`src/rtl/core_run_ctrl.sv`:
```
// Run controller for the single-cycle core: handshaked preload, then run until PC halt,
// watchdog expiry (only when RUN_CTRL_WDT_EN is defined) or clr.
module core_run_ctrl #(
   parameter int unsigned ADDR_W      = 32,
   parameter int unsigned DATA_W      = 32,
   parameter int unsigned IMEM_DEPTH  = 64,
   parameter int unsigned DMEM_DEPTH  = 32,
   parameter int unsigned RF_DEPTH    = 32,
   parameter int unsigned HALT_REPEAT = 2,
   parameter int unsigned TIMEOUT     = 40
) (
   input  logic              clk,
   input  logic              rst,
   input  logic              start,
   input  logic              clr,
   input  logic              ld_valid,
   output logic              ld_ready,
   input  logic [1:0]        ld_sel,
   input  logic [ADDR_W-1:0] ld_addr,
   input  logic [DATA_W-1:0] ld_data,
   input  logic              ld_last,
   output logic              imem_we,
   output logic              dmem_we,
   output logic              rf_we,
   output logic [ADDR_W-1:0] mem_waddr,
   output logic [DATA_W-1:0] mem_wdata,
   output logic              core_rst_n,
   input  logic [ADDR_W-1:0] core_pc,
   output logic [31:0]       cycle_count,
   output logic              done,
   output logic              halted,
   output logic              timed_out,
   output logic              ld_err
);
   localparam logic [2:0] S_IDLE   = 3'd0;
   localparam logic [2:0] S_LOAD   = 3'd1;
   localparam logic [2:0] S_SETTLE = 3'd2;
   localparam logic [2:0] S_RUN    = 3'd3;
   localparam logic [2:0] S_DONE   = 3'd4;
   localparam int unsigned SC_W = (HALT_REPEAT < 2) ? 1 : $clog2(HALT_REPEAT + 1);

   if (HALT_REPEAT < 1 || TIMEOUT < 2) begin : g_param_check
      $error("core_run_ctrl: HALT_REPEAT must be >= 1 and TIMEOUT >= 2");
   end

   logic [2:0]        state_q, state_d;
   logic              imem_we_q, imem_we_d, dmem_we_q, dmem_we_d, rf_we_q, rf_we_d;
   logic [ADDR_W-1:0] mem_waddr_q, mem_waddr_d;
   logic [DATA_W-1:0] mem_wdata_q, mem_wdata_d;
   logic [31:0]       cycle_count_q, cycle_count_d;
   logic              halted_q, halted_d, timed_out_q, timed_out_d, ld_err_q, ld_err_d;
   logic [ADDR_W-1:0] pc_prev_q, pc_prev_d;
   logic [SC_W-1:0]   same_cnt_q, same_cnt_d;
   logic              first_q, first_d;

   logic              addr_ok, halt_hit, timeout_hit;
   logic [SC_W-1:0]   same_next;
   logic [31:0]       cnt_inc;

`ifdef RUN_CTRL_WDT_EN
   assign cnt_inc     = cycle_count_q + 32'd1;
   assign timeout_hit = (cnt_inc == 32'(TIMEOUT - 1));
`else
   assign cnt_inc     = (cycle_count_q == '1) ? cycle_count_q : cycle_count_q + 32'd1;
   assign timeout_hit = 1'b0;
`endif

   always_comb begin
      addr_ok = 1'b0;
      case (ld_sel)
         2'd0:    addr_ok = (ld_addr < ADDR_W'(IMEM_DEPTH));
         2'd1:    addr_ok = (ld_addr < ADDR_W'(DMEM_DEPTH));
         2'd2:    addr_ok = (ld_addr < ADDR_W'(RF_DEPTH));
         default: addr_ok = 1'b0;
      endcase
   end

   // The first RUN cycle has no valid previous PC, so it never counts as a repeat.
   always_comb begin
      same_next = '0;
      if (!first_q && core_pc == pc_prev_q) same_next = same_cnt_q + SC_W'(1);
   end
   assign halt_hit = (same_next >= SC_W'(HALT_REPEAT));

   always_comb begin
      state_d       = state_q;
      imem_we_d     = 1'b0;
      dmem_we_d     = 1'b0;
      rf_we_d       = 1'b0;
      mem_waddr_d   = mem_waddr_q;
      mem_wdata_d   = mem_wdata_q;
      cycle_count_d = cycle_count_q;
      halted_d      = halted_q;
      timed_out_d   = timed_out_q;
      ld_err_d      = ld_err_q;
      pc_prev_d     = core_pc;
      same_cnt_d    = same_cnt_q;
      first_d       = first_q;
      if (clr) begin
         state_d       = S_IDLE;
         cycle_count_d = '0;
         halted_d      = 1'b0;
         timed_out_d   = 1'b0;
         ld_err_d      = 1'b0;
         same_cnt_d    = '0;
      end else begin
         case (state_q)
            S_IDLE: if (start) begin
               state_d       = S_LOAD;
               cycle_count_d = '0;
               halted_d      = 1'b0;
               timed_out_d   = 1'b0;
               ld_err_d      = 1'b0;
            end
            S_LOAD: if (ld_valid) begin
               if (addr_ok) begin
                  imem_we_d   = (ld_sel == 2'd0);
                  dmem_we_d   = (ld_sel == 2'd1);
                  rf_we_d     = (ld_sel == 2'd2);
                  mem_waddr_d = ld_addr;
                  mem_wdata_d = ld_data;
               end else begin
                  ld_err_d = 1'b1;
               end
               if (ld_last) state_d = S_SETTLE;
            end
            S_SETTLE: begin
               state_d       = S_RUN;
               cycle_count_d = '0;
               same_cnt_d    = '0;
               first_d       = 1'b1;
            end
            S_RUN: begin
               first_d       = 1'b0;
               same_cnt_d    = same_next;
               cycle_count_d = cnt_inc;
               if (halt_hit || timeout_hit) begin
                  state_d     = S_DONE;
                  halted_d    = halt_hit;
                  timed_out_d = timeout_hit;
               end
            end
            default: ;
         endcase
      end
   end

   always_ff @(posedge clk) begin
      if (!rst) begin
         state_q       <= S_IDLE;
         imem_we_q     <= 1'b0;
         dmem_we_q     <= 1'b0;
         rf_we_q       <= 1'b0;
         mem_waddr_q   <= '0;
         mem_wdata_q   <= '0;
         cycle_count_q <= '0;
         halted_q      <= 1'b0;
         timed_out_q   <= 1'b0;
         ld_err_q      <= 1'b0;
         pc_prev_q     <= '0;
         same_cnt_q    <= '0;
         first_q       <= 1'b0;
      end else begin
         state_q       <= state_d;
         imem_we_q     <= imem_we_d;
         dmem_we_q     <= dmem_we_d;
         rf_we_q       <= rf_we_d;
         mem_waddr_q   <= mem_waddr_d;
         mem_wdata_q   <= mem_wdata_d;
         cycle_count_q <= cycle_count_d;
         halted_q      <= halted_d;
         timed_out_q   <= timed_out_d;
         ld_err_q      <= ld_err_d;
         pc_prev_q     <= pc_prev_d;
         same_cnt_q    <= same_cnt_d;
         first_q       <= first_d;
      end
   end

   assign ld_ready    = (state_q == S_LOAD);
   assign core_rst_n  = (state_q == S_RUN);
   assign done        = (state_q == S_DONE);
   assign imem_we     = imem_we_q;
   assign dmem_we     = dmem_we_q;
   assign rf_we       = rf_we_q;
   assign mem_waddr   = mem_waddr_q;
   assign mem_wdata   = mem_wdata_q;
   assign cycle_count = cycle_count_q;
   assign halted      = halted_q;
   assign timed_out   = timed_out_q;
   assign ld_err      = ld_err_q;
endmodule

```
`config.mk`:
```
export PLATFORM = sky130hd
export DESIGN_NAME = core_run_ctrl
export DESIGN_NICKNAME = d
export VERILOG_FILES = /design/src/rtl/core_run_ctrl.sv
export SDC_FILE = /design/constraint.sdc
export NUM_CORES = 1
export LEC_CHECK = 0
export ABC_AREA = 1
export CAP_MARGIN = 5
export CORE_UTILIZATION = 49
export CTS_BUF_LIST = sky130_fd_sc_hd__clkbuf_16
export CTS_CLUSTER_DIAMETER = 80
export DETAILED_ROUTE_END_ITERATION = 12
export GPL_TIMING_DRIVEN = 0
export HOLD_SLACK_MARGIN = 0.15
export PLACE_DENSITY = 0.95
export SYNTH_ARGS = -nofsm -noshare
export SYNTH_HDL_FRONTEND = slang
export SYNTH_SLANG_ARGS = --single-unit
```
`constraint.sdc`:
```
create_clock -name clk -period 3.55 [get_ports clk]
set_input_delay 0.5325 -clock clk [delete_from_list [all_inputs] [get_ports clk]]
set_output_delay 0.5325 -clock clk [all_outputs]
set_load 0.02 [all_outputs]
```
# Word-level counts from Yosys, hierarchy flattened
# Index checks and enable logic that the tools add are counted.
# classes
addsub	2
magnitude_cmp	3
n_eq_ne	14
n_mux	20
n_bitwise	5
n_reduce_logical	18
# op_table
operator	count
one-hot mux 32 bit (3 select lines)	1
two-way mux 32 bit	2
adder 32 x 1 -> 32 bit (second input constant)	1
equality test 32 bit	1
equality test 32 bit (second input constant)	1
< comparator 32 x 6 -> 1 bit (second input constant)	1
< comparator 32 x 7 -> 1 bit (second input constant)	1
two-way mux 3 bit	4
one-hot mux 3 bit (4 select lines)	1
one-hot mux 1 bit (2 select lines)	5
inequality test 2 bit (second input constant)	4
AND reduction 4 bit	2
equality test 3 x 2 -> 1 bit (second input constant)	2
AND reduction 3 bit	2
nonzero test 2 bit	3
two-way mux 1 bit	5
NOT 1 bit	5
AND reduction 5 bit	1
OR reduction 5 bit	1
inequality test 2 x 1 -> 1 bit (second input constant)	2
one-hot mux 2 bit (2 select lines)	1
nonzero test 4 bit	1
OR reduction 2 bit	2
equality test 3 x 1 -> 1 bit (second input constant)	1
12 further kinds	12
# word_totals
register_bits	140
inputBits	104
output_inout_bits	105
elab_cells	75

# Depth between registers and ports, before layout
# depth
ltp_word	6
ltp_mapped	14
depth_no_buf	13

# Least setup slack after synthesis
# No wires, ideal clock.
# synth_timing
path_kind	register -> register
from	register cycle_count_q[1] (netlist: cycle_count[1])
to	register cycle_count_q[20] (netlist: cycle_count[20])
setup_ns	0.113
arrival_time_ns	1.903
required_time_ns	3.437
path_slack_ns	1.534
stages_incl_launch_ff	14
n_path_buf	1
synth_period_minus_slack_ns	2.016
cell_sequence	dfxtp_1 > ha_1 > nand2_2 > nor3_4 > nand3b_2 > nor2_4 > nand4_4 > nand2_4 > inv_2 > buf_6 > nand2_2 > nand2_1 > nand2_1 > nor2_1
# synth_via
elab_chain_cells	3
word_cells_on_any_way	6
# synth_rtl
element	line	text
start, declared	50	logic [31:0] cycle_count_q, cycle_count_d;
start signal, assigned	170	cycle_count_q <= cycle_count_d;
adder 32 x 1 -> 32 bit / equality test 32 bit (equally long branches)	64	assign cnt_inc = (cycle_count_q == '1) ? cycle_count_q : cycle_count_q + 32'd1;
two-way mux 32 bit / inequality test 2 bit (equally long branches)	n/a	
one-hot mux 32 bit (3 select lines) / AND reduction 3 bit (equally long branches)	n/a	
# Parallel ways exist; a longest one is shown, timed or not. The select of a mux whose other input is x is not followed.
# A chain may end at the register's enable or synchronous reset.

# Final worst setup path
# layout_timing
from	register state_q[1]
to	output port core_rst_n
# layout_via
elab_chain_cells	1
# layout_rtl
element	line	text
start, declared	46	logic [2:0] state_q, state_d;
start signal, assigned	164	state_q <= state_d;
equality test 3 x 2 -> 1 bit	181	assign core_rst_n = (state_q == S_RUN);
end, declared	27	output logic core_rst_n,
# Every way passes these cells.

==> impl_results.rst <==
.. list-table::
   :header-rows: 1

   * - Metric
     - Value
   * - Outcome
     - finished, final reports clean
   * - Total number of nets in the final design
     - 1237
   * - Final non-filler cell area
     - 0.00904 mm²
   * - Clock sink total
     - 139
   * - Number of global-route vias before repair
     - 6441
   * - Number of standard cells after synthesis
     - 903
   * - Synth Warn #
     - 0
   * - Slew Viols, Final
     - 0
   * - Synthesized-area fraction occupied by adder cells
     - 1.01%
   * - Total of endpoints with negative setup slack in the final report
     - 0
   * - Xor-xnor portion of the synthesized cell area
     - 1.97%
   * - Area enclosed by the die boundary
     - 0.0131 mm²
   * - Die height
     - 115 µm
   * - Number of buffers inserted by port buffering
     - 206
   * - Pre-CTS setup slack
     - 0.495 ns
   * - Cell at the root of the clock tree
     - sky130_fd_sc_hd__clkbuf_16
   * - Number of nets with antenna violations after routing
     - 0
   * - Post-synthesis cell type count
     - 41
   * - Maximum Capacitance Violations
     - 0
   * - Dominant cells by area after synthesis
     - sky130_fd_sc_hd__dfxtp_1 (45%), sky130_fd_sc_hd__nand2_1 (12%), sky130_fd_sc_hd__nor2_1 (10%)
   * - Worst hold margin
     - 0.453 ns
   * - Top-area cell type share of the netlist area
     - 44.8%
   * - Final Hold Viols
     - 0
   * - Maximum number of pins on one net before global-route repair
     - 17
   * - Drt pass-1 iters
     - 7
   * - Post-CTS resize count
     - 0
   * - Type of origin of the critical path
     - flip-flop
   * - Clock Skews
     - 0.00958 ns
   * - Max-slew headroom
     - 66.0%
   * - Largest family of logic cells by synthesized area
     - simple AND/OR/NAND/NOR gates
   * - Post-Synth Simple-Gate Area
     - 33.3%
   * - Post-Route Setup TNS
     - 0 ns
   * - FP Rows
     - 40
   * - Transition at the pin with the smallest max-transition slack
     - 0.510 ns
   * - Tcrit/Tclk final
     - 80.7%
   * - Drt drc
     - 0
   * - Crit path time final
     - 2.87 ns
   * - Via-per-instance ratio
     - 4.95
   * - #FFs+latches synth
     - 139
   * - Overall global routing resource usage
     - 29.1%
   * - Number of antenna diodes
     - 0
   * - Largest fanout on the critical path
     - 10
   * - Horizontal die dimension
     - 115 µm
   * - Power density of the placed cells
     - 397 mW/mm²
   * - Count of cells along the worst register-to-register path
     - 10
   * - Synthesized area
     - 0.00621 mm²
   * - Clock Path Buffers
     - 2
   * - Final critical-path setup slack
     - 0.684 ns
   * - Post-CTS Hold Fix Bufs
     - 0
   * - Iteration-0 DRC count of the detailed router
     - 377
   * - Data arrival time of the critical path
     - 2.33 ns
   * - Wire length of the first global-routing pass
     - 29300 µm
   * - Syn_area_per_cell
     - 6.88 µm²
   * - Sort of element at the end of the critical path
     - output pin
   * - Portion of netlist area occupied by mux cells
     - 0%
   * - Top-level port count
     - 209
   * - Post-CTS Setup Inserts
     - 0
   * - Highest achievable clock rate
     - 349 MHz
   * - Placer congestion estimate
     - 0.904
   * - Worst ir drop on vdd
     - 0.270 mV
   * - Setup repair after global routing missed its margin
     - no
   * - Most frequent standard cell in the layout excluding fill and tap cells
     - sky130_fd_sc_hd__clkdlybuf4s50_1
   * - Core box area
     - 0.0122 mm²
   * - TritonCTS clock tree
     - done
   * - Total power draw
     - 3590 µW
   * - Cell leakage power
     - 0.00401 µW
   * - TritonCTS buffer count
     - 17
   * - Yosys top cell by area
     - sky130_fd_sc_hd__dfxtp_1
   * - Filler cell count in the final layout
     - 908
   * - Share of final-layout standard cells stronger than drive strength 1
     - 6.40%
   * - Clock slew at the register clock pins of the worst setup and hold paths
     - 0.06 ns
   * - Syn nets
     - 1012
   * - Data required time at the worst endpoint
     - 3.02 ns
   * - Clock network latency to the later pin of the worst-skew pair
     - 0.42 ns
   * - Compound-gate portion of the synthesized area
     - 7.27%
   * - Most frequent cells in the layout
     - sky130_fd_sc_hd__clkdlybuf4s50_1 (206), sky130_fd_sc_hd__nand2_1 (193), sky130_fd_sc_hd__nor2_1 (170), sky130_fd_sc_hd__inv_1 (143), sky130_fd_sc_hd__dfxtp_1 (139)
   * - Initial core utilization
     - 51.1%
   * - Overflow left after global routing
     - 0
   * - Final HPWL DP
     - 14000 µm
   * - Sequential fraction of the synthesis area
     - 44.8%
   * - Post-detailed-routing wire length
     - 18400 µm
   * - Depth of the worst hold-timing path
     - 2
   * - Post-detailed-placement cell area
     - 0.00848 mm²
   * - Avg WL per Cell
     - 14.0 µm
   * - Critical path start-end classification
     - flip-flop to output pin
   * - Area overhead of the layout relative to synthesis
     - 45.7%
   * - Path type of the worst min-delay path
     - flip-flop to flip-flop
   * - Antenna violations before repair
     - 0
   * - Total via count after detailed routing
     - 6485
   * - Number of levels in the clock H-tree
     - 4
## metal layers
metal | part of all wire, % | vias up | GRT usage, % | wire length, µm
met1 | 36 | 2950 | 28.9 | 6670
met3 | 7.7 | 47 | 8.73 | 1410
met2 | 53 | 270 | 54.6 | 9720
li1 | - | 3218 | - | -
met4 | 3.2 | 0 | 14.8 | 595
met5 | 0 | - | 0 | 0
## where the power goes
part	internal (µW)	switching, µW	total (µW)
combinational	162	155	317
sequential	1580	10.9	1590
clock	972	707	1680
## area by class of cell
class | count | area, µm² | share of cell area, %
Tap cell | 168 | 210 | 2.32
Buffer | 30 | 146 | 1.62
Clock inverter | 15 | 138 | 1.52
Inverter | 152 | 571 | 6.31
Multi-Input combinational cell | 582 | 2710 | 30.0
Timing Repair Buffer | 206 | 2060 | 22.8
Sequential cell | 139 | 2780 | 30.8
Clock buffer | 17 | 425 | 4.70
## Yosys cell counts
cell type / number
sky130_fd_sc_hd__nand4_4: 1
sky130_fd_sc_hd__nor3b_2: 1
sky130_fd_sc_hd__nor3_2: 2
sky130_fd_sc_hd__buf_4: 4
sky130_fd_sc_hd__o21ai_0: 52
sky130_fd_sc_hd__xor2_1: 10
sky130_fd_sc_hd__dfxtp_1: 139
sky130_fd_sc_hd__o22ai_1: 3
sky130_fd_sc_hd__nand3b_2: 1
sky130_fd_sc_hd__clkbuf_1: 18
sky130_fd_sc_hd__buf_1: 3
sky130_fd_sc_hd__clkinv_1: 1
sky130_fd_sc_hd__nor2_4: 2
sky130_fd_sc_hd__or3_1: 1
sky130_fd_sc_hd__nand3b_1: 2
sky130_fd_sc_hd__inv_2: 9
sky130_fd_sc_hd__ha_1: 5
sky130_fd_sc_hd__nor3_1: 19
sky130_fd_sc_hd__nand2_2: 2
sky130_fd_sc_hd__a21oi_1: 25
sky130_fd_sc_hd__a21oi_2: 2
sky130_fd_sc_hd__nand2_4: 1
sky130_fd_sc_hd__nand4_1: 13
sky130_fd_sc_hd__nor3_4: 3
sky130_fd_sc_hd__nor4_1: 1
sky130_fd_sc_hd__inv_1: 142
sky130_fd_sc_hd__and2_1: 1
sky130_fd_sc_hd__conb_1: 1
sky130_fd_sc_hd__o21ai_1: 6
sky130_fd_sc_hd__nor3b_1: 5
sky130_fd_sc_hd__buf_6: 2
sky130_fd_sc_hd__or2_2: 7
sky130_fd_sc_hd__or2_1: 1
sky130_fd_sc_hd__xnor2_1: 4
sky130_fd_sc_hd__nor2_1: 170
sky130_fd_sc_hd__nor2_2: 2
sky130_fd_sc_hd__nand3_1: 44
sky130_fd_sc_hd__nand2_1: 193
sky130_fd_sc_hd__nand3_2: 1
sky130_fd_sc_hd__and3_1: 1
sky130_fd_sc_hd__buf_2: 3
## path summary, 6_finish.rpt
kind | startpoint | end | slack [ns]
max | state_q[1] | core_rst_n | 0.68
max reg2reg | cycle_count[1] | cycle_count[16] | 1.34
min reg2reg | mem_waddr[15] | mem_waddr[15] | 0.45
min | mem_waddr[15] | mem_waddr[15] | 0.45
## cell families (layout without fill, tap and decap cells)
logic type,Yosys count,in the layout
and+or+nand+nor,474,474
buffers and inverters,182,420
DFF,139,139
AOI/OAI and AO/OA,88,88
xor gates and xnor gates,14,14
adders and majority gates,5,5
other,1,1
## stage by stage
| step | instances | util (%) |
|---|---|---|
| final | 1309 | 74.4 |
| after global routing | 1309 | 74.4 |
| after CTS | 1309 | 74.4 |
| after detailed placement | 1277 | 69.7 |
| after global placement | 1277 | 69.7 |
| after floorplan | 903 | - |
## worst max-delay path, cell delays in order (launching register included)
cell and delay (ns):
sky130_fd_sc_hd__dfxtp_1 0.36, sky130_fd_sc_hd__inv_2 0.07, sky130_fd_sc_hd__nor2_2 0.12, sky130_fd_sc_hd__inv_2 0.08, sky130_fd_sc_hd__nor2_4 0.14, sky130_fd_sc_hd__buf_1 0.43, sky130_fd_sc_hd__clkdlybuf4s50_1 0.71
## sequential cells by signal (all words and copies together) (netlist names), 2 cells and up
name,count
cycle_count,32
mem_waddr,32
mem_wdata,32
pc_prev_q,32
same_cnt_q,2
state_q,3
(Power assumes the default switching activity.)
==> patch (same flow settings) <==
Take the reset off `mem_wdata_q` and load it in a clocked block of its own.
--- a/src/rtl/core_run_ctrl.sv
+++ b/src/rtl/core_run_ctrl.sv
@@ -153,5 +153,4 @@
          rf_we_q       <= 1'b0;
          mem_waddr_q   <= '0;
-         mem_wdata_q   <= '0;
          cycle_count_q <= '0;
          halted_q      <= 1'b0;
@@ -167,5 +166,4 @@
          rf_we_q       <= rf_we_d;
          mem_waddr_q   <= mem_waddr_d;
-         mem_wdata_q   <= mem_wdata_d;
          cycle_count_q <= cycle_count_d;
          halted_q      <= halted_d;
@@ -176,4 +174,8 @@
          first_q       <= first_d;
       end
+   end
+
+   always_ff @(posedge clk) begin
+      mem_wdata_q <= mem_wdata_d;
    end
 
Formal check against the unedited RTL: differs if rst is asserted again (counterexample within 4 cycles, from zero or initial values and one cycle with rst low); with rst held inactive, the same outputs for 4 cycles.
==> patch against the original RTL <==
Sequential cell count is the same. Combinational power shrank 1%. Maximum frequency grew 1.2%. Wire length shrank 11%. Critical path depth shrank 1. Largest power group unchanged. Clock power grew 2%. Total power grew 2.6%. Die area shrank 2.2%. Final area shrank 1.2%. First-iteration DRC count shrank 3.7%. Final cell count shrank 9.2%. Synthesized area shrank 2.2%. Setup slack gained 0.033 ns. Non-clock buffer count shrank 10.
==> patch: results (changes against the original RTL) <==
* Met3 Usage GRT at 0.0728 (was 0.0873)
* CLK BUF at 18 (was 17)
* Clock-cell share at 0.0652 (was 0.0622)
* Gr usage total at 0.261 (was 0.291)
* Vias in the first global route at 5558 (was 6441)
* Post-Route WL at 16400 um (was 18400 um)
* Post-synthesis xor/xnor area fraction at 0.0159 (was 0.0197)
* Syn_area_per_cell at 7.78 um2 (was 6.88 um2)
* Synth Area in Compound Gates at 0.0637 (was 0.0727)
* Lkg Pwr at 0.00382 uW (was 0.00401 uW)
* Clock tree buffer depth at 2 (unchanged)
* Hpwl dp at 12300 um (was 14000 um)
* Non-clock buffer area fraction after layout at 0.244 (about the same)
* Synth cell count leaders: nand2_1 (182), inv_1 (134), dfxtp_1 (107) (was nand2_1 (193), nor2_1 (170), inv_1 (142))
* Multi-input combinational area share at 0.258 (was 0.300)
* Post-synthesis sequential area ratio at 0.511 (was 0.448)
* Worst Tran Pin Value at 0.813 ns (was 0.510 ns)
* Multi-input gates at 476 (was 582)
* Filler Cell Count at 861 (was 908)
* Final GP Congestion at 0.939 (was 0.904)
* Pin count of the biggest net entering global routing at 41 (was 17)
* 1st-iter DRT viols at 363 (was 377)
* Layout cells sized above 1 at 0.0755 (was 0.0640)
* I/O Buffers at 207 (was 206)
* DR vias/cell at 4.97 (was 4.95)
* Post-synth EDFFs at 32 (was 0)
* Clk_lat worst skew at 0.41 ns
* Synthesized Nets at 890 (was 1012)
* Status: completed (unchanged)
* Met2 usage at 0.465 (was 0.546)
* Synth unique cells at 46 (was 41)
* Nonclk buf count at 226 (was 236)
* Final std cells w/o fill at 1188 (was 1309)
* # Post-CTS Setup Buffers at 0 (unchanged)
* Met2 WL at 8060 um (was 9720 um)
* Inverters, non-clock at 147 (was 152)
* First-pass DRT Iterations at 5 (was 7)
* Global-route wire length before repair at 26100 um (was 29300 um)
* FF+latch area at 0.00310 mm2 (was 0.00278 mm2)
* Final setup skew at 0.00931 ns (was 0.00958 ns)
* Net Switching at 812 uW (was 873 uW)
* Final design utilization at 0.741 (was 0.744)
* Pre-CTS setup slack at 0.457 ns (was 0.495 ns)
* Top delay family on crit path: buffers and inverters (unchanged)
* Synth area leaders: dfxtp_1 (35%), edfxtp_1 (16%), nand2_1 (11%), inv_1 (8.3%), nor2_1 (4.8%) (was dfxtp_1 (45%), nand2_1 (12%), nor2_1 (10%), inv_1 (8.6%), o21ai_0 (4.2%))
* Placement Cell Area at 0.00836 mm2 (was 0.00848 mm2)
* Layout Nets at 1116 (was 1237)
* Post-Synth Adder-Cell Area at 0.0103 (was 0.0101)
* Met1 WL at 6510 um (was 6670 um)
patch: changes by cell type in the layout (fill, tap and decap cells not counted), sizes merged, moves of 8 or more:
cell,before,now
a21oi,27,37
dfxtp,139,107
edfxtp,0,32
inv,158,150
nand2,196,186
nand3,45,54
nor2,174,81
o21ai,58,30
patch: power groups by stage:
stage	sequential (uW)	combinational [uW]	clock (uW)
6_report	1650	313	1720
5_1_grt	1650	346	1810
4_1_cts	1650	314	1740
3_5_place_dp	1690	309	0
3_3_place_gp	1680	300	0
2_1_floorplan	1690	142	0
patch: path summary, 6_finish.rpt:
check | from | end | slack, ns | cells past startpoint
hold reg to reg | mem_waddr[18] | mem_waddr[18] | 0.44 | 2
hold / removal | mem_waddr[18] | mem_waddr[18] | 0.44 | 2
setup / recovery | state_q[2] | core_rst_n | 0.72 | 5
setup reg to reg | cycle_count[0] | cycle_count[0] | 1.38 | 11
